## config.mk

```make
export PLATFORM = sky130hd
export DESIGN_NAME = scan_chain_ctrl
export DESIGN_NICKNAME = d
export VERILOG_FILES = /design/src/rtl/scan_ctrl_pkg.sv /design/src/rtl/scan_shreg.sv /design/src/rtl/scan_chain_ctrl.sv
export SDC_FILE = /design/constraint.sdc
export NUM_CORES = 1
export LEC_CHECK = 0
export ABC_AREA = 0
export BUFFER_PORTS_ARGS = -buffer_cell sky130_fd_sc_hd__clkbuf_2
export CAP_MARGIN = 40
export CORE_UTILIZATION = 51
export DETAILED_ROUTE_END_ITERATION = 8
export GPL_TIMING_DRIVEN = 1
export HOLD_SLACK_MARGIN = 0.02
export PLACE_DENSITY_LB_ADDON = 0.3
export SLEW_MARGIN = 20
export SYNTH_ARGS = -nofsm -noshare
export SYNTH_HDL_FRONTEND = slang
export SYNTH_SLANG_ARGS = --single-unit
```

## constraint.sdc

```tcl
create_clock -name Clock -period 2.2 [get_ports Clock]
set_clock_uncertainty 0.1 [all_clocks]
set_input_delay 0.33 -clock Clock [delete_from_list [all_inputs] [get_ports Clock]]
set_output_delay 0.33 -clock Clock [all_outputs]
set_load 0.05 [all_outputs]
```

## src/rtl/scan_ctrl_pkg.sv

```systemverilog
// Shared types for the scan test controller: FSM state encoding and counter sizing.
package scan_ctrl_pkg;

  typedef enum logic [2:0] {
    IDLE,
    SHIFT_IN,
    CAPTURE,
    SHIFT_OUT,
    DONE
  } scan_state_e;

  // Width able to hold values 0..n.
  function automatic int cnt_w(input int n);
    return $clog2(n + 1);
  endfunction

endpackage

```

## src/rtl/scan_shreg.sv

```systemverilog
// Parallel-load / serial-shift register; shifts toward the MSB, serial data enters at bit 0.
module scan_shreg #(
  parameter int W = 5
) (
  input  logic         gclk,
  input  logic         grst_n,
  input  logic         load_i,
  input  logic         shift_i,
  input  logic [W-1:0] par_i,
  input  logic         ser_i,
  output logic [W-1:0] q_o,
  output logic [W-1:0] nxt_o
);

  logic [W-1:0] q_q;

  // Value after one shift; lets the owner register the fully assembled word on the final shift.
  assign nxt_o = {q_q[W-2:0], ser_i};
  assign q_o   = q_q;

  always_ff @(posedge gclk or negedge grst_n) begin
    if (!grst_n)      q_q <= '0;
    else if (load_i)  q_q <= par_i;
    else if (shift_i) q_q <= nxt_o;
  end

endmodule

```

## src/rtl/scan_chain_ctrl.sv

```systemverilog
// Scan controller: shift a pattern in, capture functionally, shift out and compare.
// Optional compare against expect_in is built only when SCAN_CMP_EN is defined.
module scan_chain_ctrl
  import scan_ctrl_pkg::*;
#(
  parameter int CHAIN_LEN  = 5,
  parameter int CAP_CYCLES = 1
) (
  input  logic                 Clock,
  input  logic                 Reset_n,
  input  logic                 start,
  input  logic [CHAIN_LEN-1:0] pattern_in,
  input  logic [CHAIN_LEN-1:0] expect_in,
  input  logic                 Scan_so,
  output logic                 Scan_en,
  output logic                 Scan_si,
  output logic                 cg_en,
  output logic                 busy,
  output logic                 done,
  output logic                 pass,
  output logic [CHAIN_LEN-1:0] capture_out
);

  localparam int CW = cnt_w(CHAIN_LEN > CAP_CYCLES ? CHAIN_LEN : CAP_CYCLES);
  localparam logic [CW-1:0] LEN_LAST = CW'(CHAIN_LEN - 1);
  localparam logic [CW-1:0] CAP_LAST = CW'(CAP_CYCLES - 1);

  scan_state_e          state_q, state_d;
  logic [CW-1:0]        cnt_q, cnt_d;
  logic                 accept;
  logic                 pass_d;
  logic                 se_q, cg_q, busy_q, done_q, pass_q;
  logic [CHAIN_LEN-1:0] cap_q;
  logic [CHAIN_LEN-1:0] pat_q, unl_nxt;
  logic [CHAIN_LEN-1:0] unused_pat_nxt, unused_unl_q;

  always_comb begin
    state_d = state_q;
    cnt_d   = cnt_q + CW'(1);
    accept  = 1'b0;
    unique case (state_q)
      IDLE: begin
        cnt_d = '0;
        if (start) begin
          accept  = 1'b1;
          state_d = SHIFT_IN;
        end
      end
      SHIFT_IN: if (cnt_q == LEN_LAST) begin
        state_d = CAPTURE;
        cnt_d   = '0;
      end
      CAPTURE: if (cnt_q == CAP_LAST) begin
        state_d = SHIFT_OUT;
        cnt_d   = '0;
      end
      SHIFT_OUT: if (cnt_q == LEN_LAST) begin
        state_d = DONE;
        cnt_d   = '0;
      end
      DONE: begin
        state_d = IDLE;
        cnt_d   = '0;
      end
      default: begin
        state_d = IDLE;
        cnt_d   = '0;
      end
    endcase
  end

  // After CHAIN_LEN shifts the serialiser holds zeros, so Scan_si idles low without extra gating.
  scan_shreg #(.W(CHAIN_LEN)) u_ser (
    .gclk    (Clock),
    .grst_n  (Reset_n),
    .load_i  (accept),
    .shift_i (state_q == SHIFT_IN),
    .par_i   (pattern_in),
    .ser_i   (1'b0),
    .q_o     (pat_q),
    .nxt_o   (unused_pat_nxt)
  );

  scan_shreg #(.W(CHAIN_LEN)) u_deser (
    .gclk    (Clock),
    .grst_n  (Reset_n),
    .load_i  (accept),
    .shift_i (state_q == SHIFT_OUT),
    .par_i   ('0),
    .ser_i   (Scan_so),
    .q_o     (unused_unl_q),
    .nxt_o   (unl_nxt)
  );

`ifdef SCAN_CMP_EN
  logic [CHAIN_LEN-1:0] exp_q;

  always_ff @(posedge Clock or negedge Reset_n) begin
    if (!Reset_n)    exp_q <= '0;
    else if (accept) exp_q <= expect_in;
  end

  assign pass_d = (unl_nxt == exp_q);
`else
  logic unused_expect;
  assign unused_expect = ^expect_in;
  assign pass_d        = 1'b0;
`endif

  // Outputs are registered from the next state so they line up with the state they describe.
  always_ff @(posedge Clock or negedge Reset_n) begin
    if (!Reset_n) begin
      state_q <= IDLE;
      cnt_q   <= '0;
      se_q    <= 1'b0;
      cg_q    <= 1'b0;
      busy_q  <= 1'b0;
      done_q  <= 1'b0;
      pass_q  <= 1'b0;
      cap_q   <= '0;
    end else begin
      state_q <= state_d;
      cnt_q   <= cnt_d;
      se_q    <= (state_d == SHIFT_IN) || (state_d == SHIFT_OUT);
      cg_q    <= (state_d != IDLE) && (state_d != DONE);
      busy_q  <= (state_d != IDLE) && (state_d != DONE);
      done_q  <= (state_d == DONE);
      if (state_q == SHIFT_OUT && state_d == DONE) begin
        cap_q  <= unl_nxt;
        pass_q <= pass_d;
      end
    end
  end

  assign Scan_en     = se_q;
  assign Scan_si     = pat_q[CHAIN_LEN-1];
  assign cg_en       = cg_q;
  assign busy        = busy_q;
  assign done        = done_q;
  assign pass        = pass_q;
  assign capture_out = cap_q;

endmodule
```

==> results.tsv <==
stage	metric	value	unit
outcome	status	finished clean	
power	pwr-share-seq	0.396	
logic_synthesis	ys_ff_latch	23	
floorplanning	die_w	48.02	microns
worst_setup_path	critPathArrivalTime	1810	ps
detailed_routing	wl	1894	microns
sta	finalMaxSlewViolations	0	
floorplanning	die_area	0.002305	sq mm
sta	rsz0062_at_grt	no	
detailed_routing	first_pass_iters	5	
clock_tree	h-tree-depth	1	
logic_synthesis	synth-edff-count	0	
sta	tns	0	ps
sta	setup-violations-final	0	
cells_and_area	drive_above_1_share	0.3056	
run	max_cap_viol_count	0	
power	p_per_area	1475	mW/mm^2
sta	max_slew_margin	0.6198	
hold_path	min_path_type	in -> reg	
detailed_routing	vias	733	
sta	post-route-period-util	0.7769	
floorplanning	fp.dieH	48.02	microns
clock_tree	cts_root_buffer	clkbuf_4	
power	netSwitchingPower	0.7922	mW
power	clockPowerShare	0.110	
clock_tree	cts_resized	0	
detailed_routing	ant_nets	0	
logic_synthesis	syn-cell-area	0.001080	sq mm
detailed_routing	wl_per_cell	14.03	microns
power	intPower	0.9792	mW
grt	grt_start_max_net_pins	24	
clock_tree	cts_buffer_depth	2	
logic_synthesis	synth_most_common_cell	dfrtp_1	
logic_synthesis	yosysSeqAreaShare	0.5330	
logic_synthesis	synth_nets	106	
sta	fmax	0.5851	GHz
grt	grt_pass1_wl	2725	microns
power	p_leak	0.5759	nW
cells_and_area	final_nets	125	
sta	finalCriticalPeriod	1709	ps
detailed_routing	drtIter0Drc	4	
sta	worst_pin_slew	570.3	ps
logic_synthesis	netlist_instances	90	
grt	grt_overflow	0	
grt	antenna_found_initial	0	
placement	hpwl	1327	microns
floorplanning	ios	25	
clock_tree	cts_tree	built	
logic_synthesis	synth_flop_cell	dfrtp_1	
detailed_routing	viasPerCell	5.430	
logic_synthesis	yosys.area.top_type	dfrtp_1	
sta	whs	145.2	ps
worst_setup_path	critPathLaunchType	flip-flop	
logic_synthesis	synth_common_cells	23 x dfrtp_1, 7 x nor2_1, 7 x o21ai_0, 6 x a21oi_1, 6 x a221o_1	
logic_synthesis	yosysUniqueCellTypes	29	
clock_tree	insertion_delay	310	ps
placement	globalplace.congestion	0.7890	
power	ir_worst_vdd	824.8	uV
clock_tree	cts_sinks	23	
cells_and_area	antenna_cells	0	
worst_setup_path	crit_fanout	13	
logic_synthesis	async_flop_share	1.000	
clock_tree	post-cts-setup-buffers	0	
floorplanning	rows	16	
clock_tree	cts_buffers	3	
power	comb_power_share	0.494	
sta	hold_violations	0	
logic_synthesis	synth_top_area_frac	0.5330	
cells_and_area	syn2layout_area_growth	11.24	%
grt	grt_pass1_vias	618	
clock_tree	path_clk_slew	130	ps
logic_synthesis	syn_area_per_cell	12.00	sq um
detailed_routing	drc	0	
grt	track_usage	0.1723	
floorplanning	core	0.001982	sq mm
logic_synthesis	synth_area_leaders	dfrtp_1 53%, mux2_4 7.0%, a221o_1 5.6%	
power	swShare	0.4472	
floorplanning	start_util	0.5448	
logic_synthesis	yosysWarnings	0	
worst_setup_path	worstPathRequired	2300	ps
worst_setup_path	crit_type	reg -> reg	
worst_setup_path	cp-end-kind	flip-flop	
placement	place.port_buffers	18	
[kinds of logic (layout without fill, tap and decap cells)]
family	after synthesis	count (layout)	synth area share
buf+inv	9	27	0.05446
other cells	1	1	0.003473
mux	5	5	0.06952
fa+ha+maj	2	2	0.02317
simple gates	26	26	0.1611
xor+xnor	1	1	0.008113
flops	23	23	0.5330
compound gates	23	23	0.1472
[stage by stage]
step	area, sq um	power (mW)	setup WS [ps]	cells	utilization
after floorplan	1080	1.408	634.5	90	-
after global placement	1164	1.547	537.6	130	0.5871
after detailed placement	1164	1.585	511.5	130	0.5871
after CTS	1201	1.782	487.5	135	0.6061
after global routing	1201	1.895	420.2	135	0.6061
final	1201	1.771	490.9	135	0.6061
[final timing paths]
| check | end | startpoint | cells after the start | slack [ps] |
|---|---|---|---|---|
| worst max register to register | capture_out[3]$_DFFE_PN0P_ | state_q[0]$_DFF_PN0_ | 3 | 490 |
| min in group asynchronous | capture_out[2]$_DFFE_PN0P_ | Reset_n | 2 | 430 |
| worst min-delay path | u_ser.q_o[0]$_DFFE_PN0P_ | pattern_in[0] | 2 | 150 |
| max in group asynchronous | cnt_q[2]$_DFF_PN0_ | Reset_n | 2 | 1190 |
| worst min register to register | cnt_q[0]$_DFF_PN0_ | cnt_q[0]$_DFF_PN0_ | 1 | 380 |
| worst max-delay path | capture_out[3]$_DFFE_PN0P_ | state_q[0]$_DFF_PN0_ | 3 | 490 |
[power by group through the flow]
stage	clock network [mW]	registers, mW	logic [mW]
2_1_floorplan	0	0.903	0.505
3_3_place_gp	0	0.701	0.847
3_5_place_dp	0	0.710	0.875
4_1_cts	0.200	0.702	0.880
5_1_grt	0.217	0.725	0.953
6_report	0.195	0.701	0.876
[metal layers]
metal  part of all wire  wire length, microns  global-route usage
met4             0.0069                    13             0.05000
met2               0.49                   931              0.2622
met5                  0                     0                   0
met1               0.48                   906              0.2488
met3              0.023                    43             0.03396
[cells in the final DEF, fill, tap and decap left out, drive strengths merged]
master and count:
a21o 1, a21oi 6, a221o 6, a22o 1, and2 4, and3 3, and3b 1, buf 1
clkbuf 21, clkinv 1, conb 1, dfrtp 23, dlygate4sd3 1, ha 2, inv 3, mux2 5
nand2 1, nand2b 1, nor2 7, nor2b 5, nor3b 1, nor4 1, nor4b 1, o211a 1
o21ai 7, o21bai 1, or3b 1, xnor2 1
[what timing repair did]
action,4_1_cts,5_1_grt
hold buffers,1,0
hold endpoints to repair,23,0
setup endpoints to repair,0,0
[cell type report]
| class | count | area [sq um] |
|---|---|---|
| repair buffers | 20 | 107.6 |
| fillers | 171 | 780.7 |
| well taps | 27 | 33.78 |
| multi-input cells | 58 | 445.4 |
| clock inverters | 1 | 5.005 |
| clock buffers | 3 | 22.52 |
| flip-flops and latches | 23 | 575.6 |
| inverters | 3 | 11.26 |
[flip-flops by register name, indices dropped and copies added, names as in the netlist]
signal / flops
busy: 1
done: 1
state_q: 3
u_deser.q_o: 4
cnt_q: 3
capture_out: 5
Scan_en: 1
u_ser.q_o: 5
[worst max-delay path, cell delays in order, from the launching register on]
cell,delay (ps)
dfrtp_1,610
and3b_2,310
and3_4,280
mux2_4,310
No activity file was read; power rests on OpenSTA's default activity.
